`config.mk`:
```
export PLATFORM = sky130hd
export DESIGN_NAME = stream_pattern_gen_flat
export DESIGN_NICKNAME = d
export VERILOG_FILES = /design/src/rtl/stream_gen_pkg.sv /design/src/rtl/stream_if.sv /design/src/rtl/stream_pattern_lfsr.sv /design/src/rtl/stream_pattern_gen.sv /design/src/flat_wrapper.sv
export SDC_FILE = /design/constraint.sdc
export NUM_CORES = 1
export LEC_CHECK = 0
export CAP_MARGIN = 25
export CORE_MARGIN = 1.5
export CORE_UTILIZATION = 52
export CTS_BUF_LIST = sky130_fd_sc_hd__clkbuf_8 sky130_fd_sc_hd__clkbuf_16
export DETAILED_ROUTE_END_ITERATION = 7
export DONT_BUFFER_PORTS = 1
export GPL_TIMING_DRIVEN = 0
export PLACE_DENSITY = 0.67
export SETUP_SLACK_MARGIN = 0.05
export SLEW_MARGIN = 20
export SYNTH_ARGS = -nofsm -noshare
export SYNTH_HDL_FRONTEND = slang
export SYNTH_HIERARCHICAL = 1
export SYNTH_SLANG_ARGS = --single-unit
```
`constraint.sdc`:
```
create_clock -name clk -period 2.3 [get_ports clk]
set_clock_uncertainty 0.2 [all_clocks]
set_input_delay 0.46 -clock clk [delete_from_list [all_inputs] [get_ports clk]]
set_output_delay 0.46 -clock clk [all_outputs]
set_load 0.01 [all_outputs]
```
`src/rtl/stream_gen_pkg.sv`:
```
// Shared types, LFSR taps and next-state function for the stream pattern generator.
// Pure declarations; no latency or flow control of its own.
package stream_gen_pkg;

  typedef enum logic [1:0] {
    S_IDLE = 2'd0,
    S_RUN  = 2'd1,
    S_DONE = 2'd2
  } state_e;

  typedef enum logic [1:0] {
    MODE_INC   = 2'd0,
    MODE_LFSR  = 2'd1,
    MODE_CONST = 2'd2,
    MODE_RSVD  = 2'd3
  } mode_e;

  localparam logic [7:0]  LFSR_TAPS_W8  = 8'hB8;
  localparam logic [15:0] LFSR_TAPS_W16 = 16'hB400;
  localparam logic [31:0] LFSR_TAPS_W32 = 32'h80200003;

  function automatic logic [31:0] lfsr_taps(input int w);
    if (w == 8)       return {24'd0, LFSR_TAPS_W8};
    else if (w == 16) return {16'd0, LFSR_TAPS_W16};
    else              return LFSR_TAPS_W32;
  endfunction

  // Right-shifting Galois step; the state sits in the low w bits.
  function automatic logic [31:0] lfsr_next(input logic [31:0] s, input int w);
    if (s[0]) return (s >> 1) ^ lfsr_taps(w);
    else      return s >> 1;
  endfunction

endpackage

```
`src/rtl/stream_if.sv`:
```
// Valid/ready stream carrying data, channel index and end-of-burst marker.
// Beat transfers when valid and ready are both high at a rising edge.
interface stream_if #(
  parameter int W  = 8,
  parameter int CH = 4
);
  localparam int CW = (CH > 1) ? $clog2(CH) : 1;

  logic          valid;
  logic          ready;
  logic [W-1:0]  data;
  logic [CW-1:0] chan;
  logic          last;

  modport master(output valid, output data, output chan, output last, input ready);
  modport slave (input valid, input data, input chan, input last, output ready);
endinterface

```
`src/rtl/stream_pattern_lfsr.sv`:
```
// W-bit Galois LFSR: load takes priority over advance; state updates the cycle after either.
// No flow control; the caller gates advance with beat acceptance.
module stream_pattern_lfsr
  import stream_gen_pkg::*;
#(
  parameter int         W    = 8,
  parameter logic [W-1:0] SEED = '1
) (
  input  logic         clk,
  input  logic         rst,
  input  logic         load,
  input  logic         advance,
  output logic [W-1:0] value
);

  always_ff @(posedge clk or posedge rst) begin
    if (rst)          value <= SEED;
    else if (load)    value <= SEED;
    else if (advance) value <= W'(lfsr_next(32'(value), W));
  end

endmodule

```
`src/rtl/stream_pattern_gen.sv`:
```
// Round-robin burst generator: first beat 1 cycle after start, beat held stable under backpressure.
// LFSR pattern compiled only when STREAM_PATTERN_GEN_LFSR_EN is defined; otherwise mode 1 increments.
module stream_pattern_gen
  import stream_gen_pkg::*;
#(
  parameter int           W    = 8,
  parameter int           CH   = 4,
  parameter int           LEN  = 16,
  parameter logic [W-1:0] SEED = '1
) (
  input  logic                       clk,
  input  logic                       rst,
  input  logic                       start,
  input  logic [1:0]                 mode,
  input  logic [$clog2(LEN+1)-1:0]   burst_len,
  output logic                       busy,
  output logic                       done,
  stream_if.master                   intf
);

  localparam int LW = $clog2(LEN + 1);
  localparam int CW = (CH > 1) ? $clog2(CH) : 1;

  state_e        state, state_nxt;
  mode_e         mode_q;
  logic [LW-1:0] len_q, beat_q, len_clamp;
  logic [CW-1:0] chan_q;
  logic [W-1:0]  cnt_q [CH];
  logic [W-1:0]  pattern;
  logic          launch, accept, beat_last, chan_last;

  assign len_clamp = (burst_len > LW'(LEN)) ? LW'(LEN) : burst_len;
  assign launch    = (state == S_IDLE) && start;
  assign accept    = (state == S_RUN) && intf.ready;
  assign beat_last = (beat_q == len_q - LW'(1));
  assign chan_last = (chan_q == CW'(CH - 1));

`ifdef STREAM_PATTERN_GEN_LFSR_EN
  logic [W-1:0] lfsr_val;

  stream_pattern_lfsr #(.W(W), .SEED(SEED)) u_lfsr (
    .clk     (clk),
    .rst     (rst),
    .load    (launch),
    .advance (accept),
    .value   (lfsr_val)
  );
`endif

  always_ff @(posedge clk or posedge rst) begin
    if (rst) state <= S_IDLE;
    else     state <= state_nxt;
  end

  always_comb begin
    state_nxt = state;
    case (state)
      S_IDLE:  if (start) state_nxt = (len_clamp == '0) ? S_DONE : S_RUN;
      S_RUN:   if (accept && beat_last && chan_last) state_nxt = S_DONE;
      S_DONE:  state_nxt = S_IDLE;
      default: state_nxt = S_IDLE;
    endcase
  end

  // Counters move only on acceptance, which keeps the offered beat stable.
  always_ff @(posedge clk or posedge rst) begin
    if (rst) begin
      len_q  <= '0;
      beat_q <= '0;
      chan_q <= '0;
      mode_q <= MODE_INC;
      for (int c = 0; c < CH; c++) cnt_q[c] <= '0;
    end else if (launch) begin
      len_q  <= len_clamp;
      beat_q <= '0;
      chan_q <= '0;
      mode_q <= mode_e'(mode);
      for (int c = 0; c < CH; c++) cnt_q[c] <= W'(c);
    end else if (accept) begin
      cnt_q[chan_q] <= cnt_q[chan_q] + W'(1);
      if (beat_last) begin
        beat_q <= '0;
        chan_q <= chan_last ? '0 : chan_q + CW'(1);
      end else begin
        beat_q <= beat_q + LW'(1);
      end
    end
  end

  always_comb begin
    case (mode_q)
      MODE_INC:  pattern = cnt_q[chan_q];
`ifdef STREAM_PATTERN_GEN_LFSR_EN
      MODE_LFSR: pattern = lfsr_val;
`else
      MODE_LFSR: pattern = cnt_q[chan_q];
`endif
      default:   pattern = {(W / 8){8'hA5}};
    endcase
  end

  always_comb begin
    busy       = (state == S_RUN);
    done       = (state == S_DONE);
    intf.valid = (state == S_RUN);
    intf.data  = (state == S_RUN) ? pattern : '0;
    intf.chan  = (state == S_RUN) ? chan_q : '0;
    intf.last  = (state == S_RUN) && beat_last;
  end

endmodule
```
`src/flat_wrapper.sv`:
```
// flat-port wrapper written by rule: the top's interface ports become plain ports
module stream_pattern_gen_flat import stream_gen_pkg::*;
#(
  parameter int           W    = 8,
  parameter int           CH   = 4,
  parameter int           LEN  = 16,
  parameter logic [W-1:0] SEED = '1
)
  (clk, rst, start, mode, burst_len, busy, done, intf_valid, intf_data, intf_chan, intf_last, intf_ready);
  stream_if #(.W(W), .CH(CH)) intf_i ();
  input  logic clk;
  input  logic rst;
  input  logic start;
  input  logic [1:0] mode;
  input  logic [$clog2(LEN+1)-1:0] burst_len;
  output logic busy;
  output logic done;
  output wire logic [$bits(intf_i.valid)-1:0] intf_valid;
  output wire logic [$bits(intf_i.data)-1:0] intf_data;
  output wire logic [$bits(intf_i.chan)-1:0] intf_chan;
  output wire logic [$bits(intf_i.last)-1:0] intf_last;
  input wire logic [$bits(intf_i.ready)-1:0] intf_ready;
  assign intf_valid = intf_i.valid;
  assign intf_data = intf_i.data;
  assign intf_chan = intf_i.chan;
  assign intf_last = intf_i.last;
  assign intf_i.ready = intf_ready;
  stream_pattern_gen #(.W(W), .CH(CH), .LEN(LEN), .SEED(SEED)) u_core (.clk(clk), .rst(rst), .start(start), .mode(mode), .burst_len(burst_len), .busy(busy), .done(done), .intf(intf_i));
endmodule
```
# Word-level counts from Yosys, hierarchy flattened
# Cells that the tools add are included.
[word_totals] word_cells=61 regBits=48
[op_classes] n_bitwise=1 n_eq_ne=7 muxes=23 addsub=4 order_cmp=3 n_reduce_logical=14
[ops] operator="$mux 32" n=2
[ops] operator="$mux 8" n=5
[ops] operator="$bwmux 32" n=1
[ops] operator="$mux 5" n=4
[ops] operator="$bmux 8 s2" n=1
[ops] operator="$demux 8 s2" n=1
[ops] operator="$mux 2" n=8
[ops] operator="$add 8x1->8 const B" n=1
[ops] operator="$logic_and 1x1->1" n=6
[ops] operator="$add 5x1->5 const B" n=1
[ops] operator="$eq 5x5->1" n=1
[ops] operator="$gt 5x5->1 const B" n=1
[ops] operator="$logic_not 5->1" n=1
[ops] operator="$sub 5x1->5 const B" n=1
[ops] operator="$eq 2x1->1 const B" n=2
[ops] operator="$eq 2x2->1 const B" n=2
[ops] operator="$logic_not 2->1" n=2
[ops] operator="$pmux 2 s2" n=1
[ops] operator="$reduce_and 2->1" n=2
[ops] operator="$reduce_bool 2->1" n=2
[ops] operator="$ge 3x3->1 const B" n=1
[ops] operator="$lt 3x1->1 const B" n=1
[ops] operator="$not 2->3" n=1
[ops] operator="$add 2x1->2 const B" n=1
[ops] operator="other kinds (3)" n=3

# Depth between registers and ports, before layout
# Gate-level depths: netlist of the first run.
[logic_depth] depth_word=8 ltp_mapped=8

# Least setup slack after synthesis of the first run
# OpenSTA, ideal clock, no wires.
[synth_path] path_type="reg2reg" from="register u_core.chan_q[0]" to="register u_core/cnt_q[6] (netlist bit)" setup_time_ns=0.135 required_ns=1.965 path_stages_with_launch=8 path_slack_ns=0.207 synth_period_minus_slack_ns=2.093 t_arrival_ns=1.758 path_buffers=1 path_cell_list="dfrtp_1 -> buf_6 -> mux4_2 -> ha_1 -> nand2_1 -> nor2_1 -> xnor2_1 -> o21ai_0"
[synth_between] elab_chain_cells=8 elab_cells_between_ends=13 classes_between="add/sub: 1; order compare: 2; mux: 8; bitwise: 1; reduce/logical: 1"
[synth_lines] element="from (decl)" line_no="stream_pattern_gen.sv:27" text="logic [CW-1:0] chan_q;"
[synth_lines] element="from (signal assigned)" line_no="stream_pattern_gen.sv:83" text="chan_q <= chan_last ? '0 : chan_q + CW'(1);"
[synth_lines] element="$not 2->3 (implied by the code) (*)" line_no="stream_pattern_gen.sv:80" text="cnt_q[chan_q] <= cnt_q[chan_q] + W'(1);"
[synth_lines] element="$bmux 8 s2 (tied with other cells)" line_no="stream_pattern_gen.sv:80"
[synth_lines] element="$mux 8 (implied by the code) or $logic_and 1x1->1 (tied branches)" line_no="stream_pattern_gen.sv:80"
[synth_lines] element="$mux 8 (implied by the code)" line_no="stream_pattern_gen.sv:80"
[synth_lines] element="$add 8x1->8 or $demux 8 s2 (tied branches)" line_no="stream_pattern_gen.sv:80"
[synth_lines] element="$bwmux 32 (*)" line_no="stream_pattern_gen.sv:80"
[synth_lines] element="$mux 32 (*)" line_no="stream_pattern_gen.sv:79" text="end else if (accept) begin"
[synth_lines] element="$mux 32 (*)" line_no="stream_pattern_gen.sv:73" text="end else if (launch) begin"
[synth_lines] element="to (signal, indexed assignment)" line_no="stream_pattern_gen.sv:80"
[synth_lines] element="to (decl)" line_no="stream_pattern_gen.sv:28" text="logic [W-1:0] cnt_q [CH];"
# Mark *: on every way between the ends. The rest lies on a longest branch, timed or not. The select of a mux whose other input is x is not followed.
# A chain may end at the register's enable or synchronous reset.

# Worst setup path after layout of the first run
[layout_path] from="register u_core.chan_q[0]" to="output port intf_data[0]"
[layout_between] elab_chain_cells=6
[layout_lines] element="$not 2->3 (implied by the code)" line_no="stream_pattern_gen.sv:92, stream_pattern_gen.sv:96"
[layout_lines] element="$bmux 8 s2" line_no="stream_pattern_gen.sv:92, stream_pattern_gen.sv:96"
[layout_lines] element="$mux 8 (implied by the code) (2 in series)" line_no="stream_pattern_gen.sv:92, stream_pattern_gen.sv:96"
[layout_lines] element="$mux 8"
[layout_lines] element="$mux 8" line_no="stream_pattern_gen.sv:106" text="intf.data = (state == S_RUN) ? pattern : '0;"
[layout_lines] element="to (decl)" line_no="flat_wrapper.sv:19" text="output wire logic [$bits(intf_i.data)-1:0] intf_data;"
# Every way passes these cells. The select of a mux whose other input is x is not followed.

==> results of run 1 <==
[flip-flops by register name (all words and copies together), names as in the netlist]
signal         cells
u_core/cnt_q      32
u_core/beat_q      5
u_core/len_q       5
u_core/chan_q      2
u_core/state       2
u_core/mode_q      1
[final timing paths]
check	from	to	slack, ns	cells after the start
max	u_core/chan_q[0]	intf_data[0]	-0.05	4
min	burst_len[4]	u_core/len_q[4]	0.07	2
max reg2reg	u_core/chan_q[0]	u_core/cnt_q[6]	0.05	7
min reg2reg	u_core/cnt_q[0]	u_core/cnt_q[0]	0.30	2
max in group asynchronous	rst	u_core/cnt_q[8]	0.95	3
min in group asynchronous	rst	u_core/beat_q[0]	0.44	2
[power groups by stage]
stage          registers [mW]  clock network [mW]  logic, mW
2_1_floorplan            1.18                   0       1.10
3_3_place_gp             1.22                   0       1.35
3_5_place_dp             1.22                   0       1.37
4_1_cts                  1.20               0.500       1.60
5_1_grt                  1.26               0.535       2.19
6_report                 1.23               0.495       2.01
[area by class of cell]
class                           instances  share of cell area (%)
Timing Repair Buffer                   27                    7.33
Clock inverter                          3                   0.535
Clock buffer                            5                    2.27
Inverter                                7                   0.865
Buffer                                 14                    2.68
Sequential cell                        47                    38.7
Multi-Input combinational cell        186                    45.4
Tap cell                               54                    2.22
[per-stage QoR]
step / setup WS (ns) / util [%] / power, mW / hold slack (ns) / TNS (ns)
after global routing: -0.115 / 65.2 / 3.98 / 0.0700 / -0.748
after detailed placement: -0.0762 / 55.5 / 2.60 / 0.211 / -0.401
after global placement: -0.0642 / 55.1 / 2.57 / 0.276 / -1.94
after floorplan: 0.207 / - / 2.28 / 0.260 / 0
final: -0.0535 / 65.2 / 3.73 / 0.0673 / -0.128
after CTS: -0.0334 / 60.8 / 3.30 / 0.0683 / -0.138
[cells by family (layout without fill, tap and decap cells)]
group / Yosys count / count (layout) / synth area share [%]
compound gates: 48 / 48 / 10.5
buf+inv: 22 / 56 / 3.86
fa+ha+maj: 7 / 7 / 3.51
xor+xnor: 14 / 14 / 5.21
simple gates: 108 / 108 / 21.9
flops: 47 / 47 / 47.1
mux: 9 / 9 / 7.96
[synthesized netlist by cell type]
cell / count
sky130_fd_sc_hd__xor2_1: 6
sky130_fd_sc_hd__nand4b_1: 1
sky130_fd_sc_hd__o211ai_1: 3
sky130_fd_sc_hd__dfrtp_1: 47
sky130_fd_sc_hd__a31oi_1: 1
sky130_fd_sc_hd__mux4_1: 2
sky130_fd_sc_hd__nor2_1: 18
sky130_fd_sc_hd__mux2_2: 1
sky130_fd_sc_hd__nand3b_1: 5
sky130_fd_sc_hd__nor4_1: 1
sky130_fd_sc_hd__a211oi_1: 1
sky130_fd_sc_hd__xnor2_2: 1
sky130_fd_sc_hd__inv_1: 7
sky130_fd_sc_hd__buf_6: 1
sky130_fd_sc_hd__nand2b_1: 1
sky130_fd_sc_hd__nor3_4: 1
sky130_fd_sc_hd__xnor2_1: 7
sky130_fd_sc_hd__nor3_1: 3
sky130_fd_sc_hd__o21ai_0: 33
sky130_fd_sc_hd__ha_1: 7
sky130_fd_sc_hd__nand3_4: 1
sky130_fd_sc_hd__or4_1: 2
sky130_fd_sc_hd__o22ai_1: 3
sky130_fd_sc_hd__o21ai_1: 4
sky130_fd_sc_hd__mux4_2: 6
sky130_fd_sc_hd__nor2b_1: 3
sky130_fd_sc_hd__nand2_2: 1
sky130_fd_sc_hd__clkbuf_1: 11
sky130_fd_sc_hd__nor3_2: 1
sky130_fd_sc_hd__o22a_1: 1
sky130_fd_sc_hd__nand3_1: 33
sky130_fd_sc_hd__a22o_1: 1
sky130_fd_sc_hd__a21oi_1: 1
sky130_fd_sc_hd__and2_1: 7
sky130_fd_sc_hd__buf_2: 2
sky130_fd_sc_hd__buf_4: 1
sky130_fd_sc_hd__nand2_1: 30
[critical path, cell delays in order (launching register included)]
cell	delay, ns
sky130_fd_sc_hd__dfrtp_1	0.42
sky130_fd_sc_hd__buf_6	0.19
sky130_fd_sc_hd__mux4_2	0.59
sky130_fd_sc_hd__nor2_2	0.12
sky130_fd_sc_hd__nor2_2	0.06
[layer usage]
metal / global-route usage (%) / up-vias / part of all wire, %
li1: - / 956 / -
met1: 35.1 / 989 / 44
met2: 38.7 / 73 / 49
met3: 5.00 / 13 / 6.0
met4: 9.01 / 0 / 1.9
met5: 0 / - / 0
[timing repair]
| item | in CTS | in global routing |
|---|---|---|
| cloned | 0 | 1 |
| endpoints found under the setup margin | 32 | 42 |
| gates resized for setup | 15 | 37 |
| hold endpoints to repair | 21 | 0 |
| pin swaps | 2 | 11 |
| hold buffers | 1 | 0 |
| buffers inserted | 13 | 11 |
==> impl_metrics.env, run 1 <==
export IMPL_cp_data_arrival_time_ns=1.69
export IMPL_groute_usage_overall_pct=24.9
export IMPL_violations="negative setup slack"
export IMPL_areaGrowthSynthToFinish_pct=21.6
export IMPL_clk_insertion_delay_late_ns=0.31
export IMPL_worst_ep_required_time_ns=1.64
export IMPL_power_density_nw_per_um2=1230
export IMPL_max_freq_mhz=425
export IMPL_ys_ff_latch=47
export IMPL_synth_top_cell_area_share_pct=47.1
export IMPL_cts_buffers=5
export IMPL_ctsLongestPathBuffers=2
export IMPL_layout_cells_most_common="sky130_fd_sc_hd__dfrtp_1"
export IMPL_power_share_combinational_pct=53.9
export IMPL_final_hold_viol_count=0
export IMPL_maxSlewHeadroom_pct=63.6
export IMPL_core_area_sq_um=4660
export IMPL_finalSetupViolations=4
export IMPL_routed_via_density=5.92
export IMPL_filler_cells=348
export IMPL_wl_per_cell_microns=18.2
export IMPL_initial_utilization_pct=53.6
export IMPL_finish_net_count=306
export IMPL_syn_area_sq_um=2500
export IMPL_fraction_of_layout_cells_with_a_size_suffix_above_1_pct=28.0
export IMPL_synth_fp_nets=273
export IMPL_tritoncts_num_sinks=47
export IMPL_gp_congestion=0.812
export IMPL_peakVddDrop_uv=607
export IMPL_seq_area_frac_synth_pct=47.1
export IMPL_netlist_top_cell_by_area="sky130_fd_sc_hd__dfrtp_1"
export IMPL_clock_power_share_pct=13.3
export IMPL_post_route_drc_count=0
export IMPL_crit_path_max_fanout=8
export IMPL_tritoncts="done"
export IMPL_final_cells=343
export IMPL_design_area_sq_um=3040
export IMPL_vias=2031
export IMPL_yosysWarnings=6
export IMPL_postRouteAntennaNets=0
export IMPL_layout_cells_most_common_list="sky130_fd_sc_hd__dfrtp_1, sky130_fd_sc_hd__nand3_1, sky130_fd_sc_hd__nand2_1"
export IMPL_final_period_minus_worst_setup_slack_ns=2.35
export IMPL_insertedDiodeCount=0
export IMPL_grt_max_degree=27
export IMPL_seqPwrFrac_pct=32.9
export IMPL_postSynthCellCount=255
export IMPL_rows=25
export IMPL_power_switching_fraction_pct=42.3
export IMPL_detail_route_wirelength_mm=6.25
export IMPL_h_tree_levels=2
export IMPL_cp_end_kind="output pin"
export IMPL_post_place_cells=310
export IMPL_critical_path_class="flop to output pin"
export IMPL_port_buffer_count=0
export IMPL_dp_hpwl_mm=3.91
export IMPL_grt_antenna_before_repair=0
export IMPL_synth_area_top_cells="sky130_fd_sc_hd__dfrtp_1, sky130_fd_sc_hd__nand3_1, sky130_fd_sc_hd__o21ai_0, sky130_fd_sc_hd__mux4_2, sky130_fd_sc_hd__nand2_1"
export IMPL_syn_avg_cell_area_sq_um=9.80
export IMPL_rsz0062_at_grt="true"
export IMPL_p_switching_mw=1.58
export IMPL_outcome="finished, violations left"
export IMPL_power_report_internal_total_mw=2.15
export IMPL_initialDrtViolationCount=241
export IMPL_first_global_vias=1982
export IMPL_grt_overflow_total=0
export IMPL_leakagePower_nw=1.33
export IMPL_die_width_microns=72.3
export IMPL_die_height_microns=72.3
export IMPL_register_area_sq_um=1180
export IMPL_global_route_wire_length_before_repair_mm=9.87
export IMPL_synth_distinct_cells=37
export IMPL_drtPass1Iterations=4
export IMPL_maxCapViolations=0
export IMPL_hold_path_class="primary input to flop"
export IMPL_worst_pin_slew_ns=0.542
export IMPL_ios=25
export IMPL_cts_reportedPaths_clkPinSlew_ns=0.09
export IMPL_multiInputGateArea_sq_um=1380
export IMPL_place_area_sq_um=2590
export IMPL_cts_root_buf="sky130_fd_sc_hd__clkbuf_8"
export IMPL_critical_path_startpoint_type="flop"
export IMPL_layout_worst_path_cycle_share_pct=102
export IMPL_fp_dieArea_sq_um=5230
export IMPL_drv_slew=0
export IMPL_post_route_worst_setup_slack_ns=-0.0535
(Power assumes the default switching activity.)
==> run 2, diff against run 1 <==
- CORE_UTILIZATION: 52 -> 59
- PLACE_DENSITY: 0.67 -> 0.75
==> impl_metrics.env, run 2 (synthesized netlist as in run 1, its figures left out) <==
export IMPL_gp_congestion=0.833
export IMPL_global_route_wire_length_before_repair_mm=9.52
export IMPL_rows=23
export IMPL_tritoncts_num_sinks=47
export IMPL_final_cells=329
export IMPL_port_buffer_count=0
export IMPL_max_freq_mhz=437
export IMPL_ctsLongestPathBuffers=2
export IMPL_initialDrtViolationCount=260
export IMPL_leakagePower_nw=1.27
export IMPL_critical_path_startpoint_type="flop"
export IMPL_power_share_combinational_pct=51.8
export IMPL_p_switching_mw=1.49
export IMPL_drtPass1Iterations=4
export IMPL_first_global_vias=1893
export IMPL_fp_dieArea_sq_um=4630
export IMPL_grt_overflow_total=0
export IMPL_insertedDiodeCount=0
export IMPL_place_area_sq_um=2580
export IMPL_die_height_microns=68.1
export IMPL_peakVddDrop_uv=627
export IMPL_cp_end_kind="output pin"
export IMPL_rsz0062_at_grt="true"
export IMPL_worstHoldStart="burst_len[4]"
export IMPL_postRouteAntennaNets=0
export IMPL_critical_path_class="flop to output pin"
export IMPL_worst_pin_slew_ns=0.509
export IMPL_multiInputGateArea_sq_um=1350
export IMPL_layout_cells_most_common_list="sky130_fd_sc_hd__dfrtp_1, sky130_fd_sc_hd__o21ai_0, sky130_fd_sc_hd__nand3_1"
export IMPL_grt_max_degree=32
export IMPL_maxCapViolations=0
export IMPL_design_area_sq_um=2940
export IMPL_final_hold_viol_count=0
export IMPL_crit_path_max_fanout=8
export IMPL_layout_cells_most_common="sky130_fd_sc_hd__dfrtp_1"
export IMPL_fraction_of_layout_cells_with_a_size_suffix_above_1_pct=25.8
export IMPL_worst_ep_required_time_ns=1.64
export IMPL_cts_reportedPaths_clkPinSlew_ns=0.08
export IMPL_finalHoldWorstSlack_ns=0.0669
export IMPL_final_period_minus_worst_setup_slack_ns=2.29
export IMPL_critPathLaunch="u_core/chan_q[0]"
export IMPL_core_area_sq_um=4030
export IMPL_cts_buffers=5
export IMPL_r2r_start="u_core/chan_q[0]"
export IMPL_register_containing_the_most_flip_flops_in_the_final_layout="u_core/cnt_q"
export IMPL_groute_usage_overall_pct=28.4
export IMPL_vias=2006
export IMPL_seqPwrFrac_pct=34.2
export IMPL_outcome="completed"
export IMPL_ios=25
export IMPL_finalCoreUtilization_pct=73.0
export IMPL_hold_path_class="primary input to flop"
export IMPL_cp_data_arrival_time_ns=1.63
export IMPL_post_route_drc_count=0
export IMPL_drv_slew=0
export IMPL_cts_root_buf="sky130_fd_sc_hd__clkbuf_8"
export IMPL_finalSetupViolations=0
export IMPL_largest_register_ff_count=32
export IMPL_grt_antenna_before_repair=0
export IMPL_dp_hpwl_mm=4.00
export IMPL_layout_top_registers="u_core/cnt_q x32, u_core/beat_q x5, u_core/len_q x5"
export IMPL_clk_insertion_delay_late_ns=0.30
export IMPL_areaGrowthSynthToFinish_pct=17.7
export IMPL_power_density_nw_per_um2=1220
export IMPL_initial_utilization_pct=62.0
export IMPL_maxSlewHeadroom_pct=66.1
export IMPL_post_place_cells=306
export IMPL_die_width_microns=68.1
export IMPL_detail_route_wirelength_mm=5.96
export IMPL_wl_per_cell_microns=18.1
export IMPL_clock_power_share_pct=14.0
export IMPL_filler_cells=314
export IMPL_layout_worst_path_cycle_share_pct=99.4
export IMPL_finish_net_count=297
export IMPL_h_tree_levels=2
export IMPL_tritoncts="done"
export IMPL_routed_via_density=6.10
export IMPL_power_switching_fraction_pct=41.6
export IMPL_register_area_sq_um=1180
export IMPL_power_report_internal_total_mw=2.10
## run 2: cell types whose count changed in the layout (fill, tap and decap cells not counted), moves of 3 or more
| cell | delta |
|---|---|
| sky130_fd_sc_hd__o21ai_1 | -5 |
| sky130_fd_sc_hd__nand2_2 | +4 |
| sky130_fd_sc_hd__buf_4 | -7 |
| sky130_fd_sc_hd__nor2_1 | +4 |
| sky130_fd_sc_hd__o21ai_0 | +5 |
| sky130_fd_sc_hd__nor2_2 | -3 |
| sky130_fd_sc_hd__buf_6 | -3 |
| sky130_fd_sc_hd__nand2_1 | -3 |
## run 2: worst max-delay path: stages (launching register included)
cell	delay (ns)
sky130_fd_sc_hd__dfrtp_2	0.43
sky130_fd_sc_hd__buf_8	0.16
sky130_fd_sc_hd__mux4_2	0.57
sky130_fd_sc_hd__nor2_2	0.12
sky130_fd_sc_hd__nor2_2	0.06
## run 2: path summary, 6_finish.rpt
| kind | endpoint | slack [ns] | cells past startpoint |
|---|---|---|---|
| worst max-delay path | intf_data[0] | 0.01 | 4 |
| worst min-delay path | u_core/len_q[4] | 0.07 | 2 |
| worst max register to register | u_core/cnt_q[22] | 0.08 | 7 |
| worst min register to register | u_core/cnt_q[1] | 0.30 | 2 |
| max in group asynchronous | u_core/chan_q[0] | 1.00 | 3 |
| min in group asynchronous | u_core/mode_q[1] | 0.40 | 2 |
## run 2: routing by layer
metal,wire length [microns],track usage [%]
met5,0,0
met2,2860,43.7
met1,2490,40.9
met4,91,9.50
met3,516,5.43
## run 2: timing repair
action | 4_1_cts | 5_1_grt
pin swaps | 2 | 10
cloned | 0 | 0
resized for setup | 20 | 19
setup buffers | 12 | 4
endpoints found under the hold margin | 16 | 0
setup endpoints to repair | 22 | 41
hold buffers | 1 | 0
## run 2: per-stage QoR
step,setup WS [ns],TNS [ns],power [mW]
finish,0.0130,0,3.59
global placement,-0.0604,-0.268,2.56
detailed placement,-0.0502,-0.365,2.61
global route,-0.0553,-0.431,3.84
floorplan,0.207,0,2.28
CTS,-0.0533,-0.180,3.34
## run 2: cell type report
class / instances / share of cell area (%)
buffer: 14 / 2.68
multi-input combinational: 186 / 46.0
timing repair buffer: 18 / 5.23
inverter: 7 / 0.894
tap: 50 / 2.13
clock inverter: 1 / 0.170
clock buffer: 6 / 2.81
sequential: 47 / 40.0
## run 2: power groups by stage
stage / Combinational [mW] / Clock [mW] / Sequential, mW
floorplan: 1.10 / 0 / 1.18
global placement: 1.34 / 0 / 1.22
detailed placement: 1.38 / 0 / 1.23
CTS: 1.61 / 0.517 / 1.21
global route: 2.05 / 0.540 / 1.26
finish: 1.86 / 0.501 / 1.23
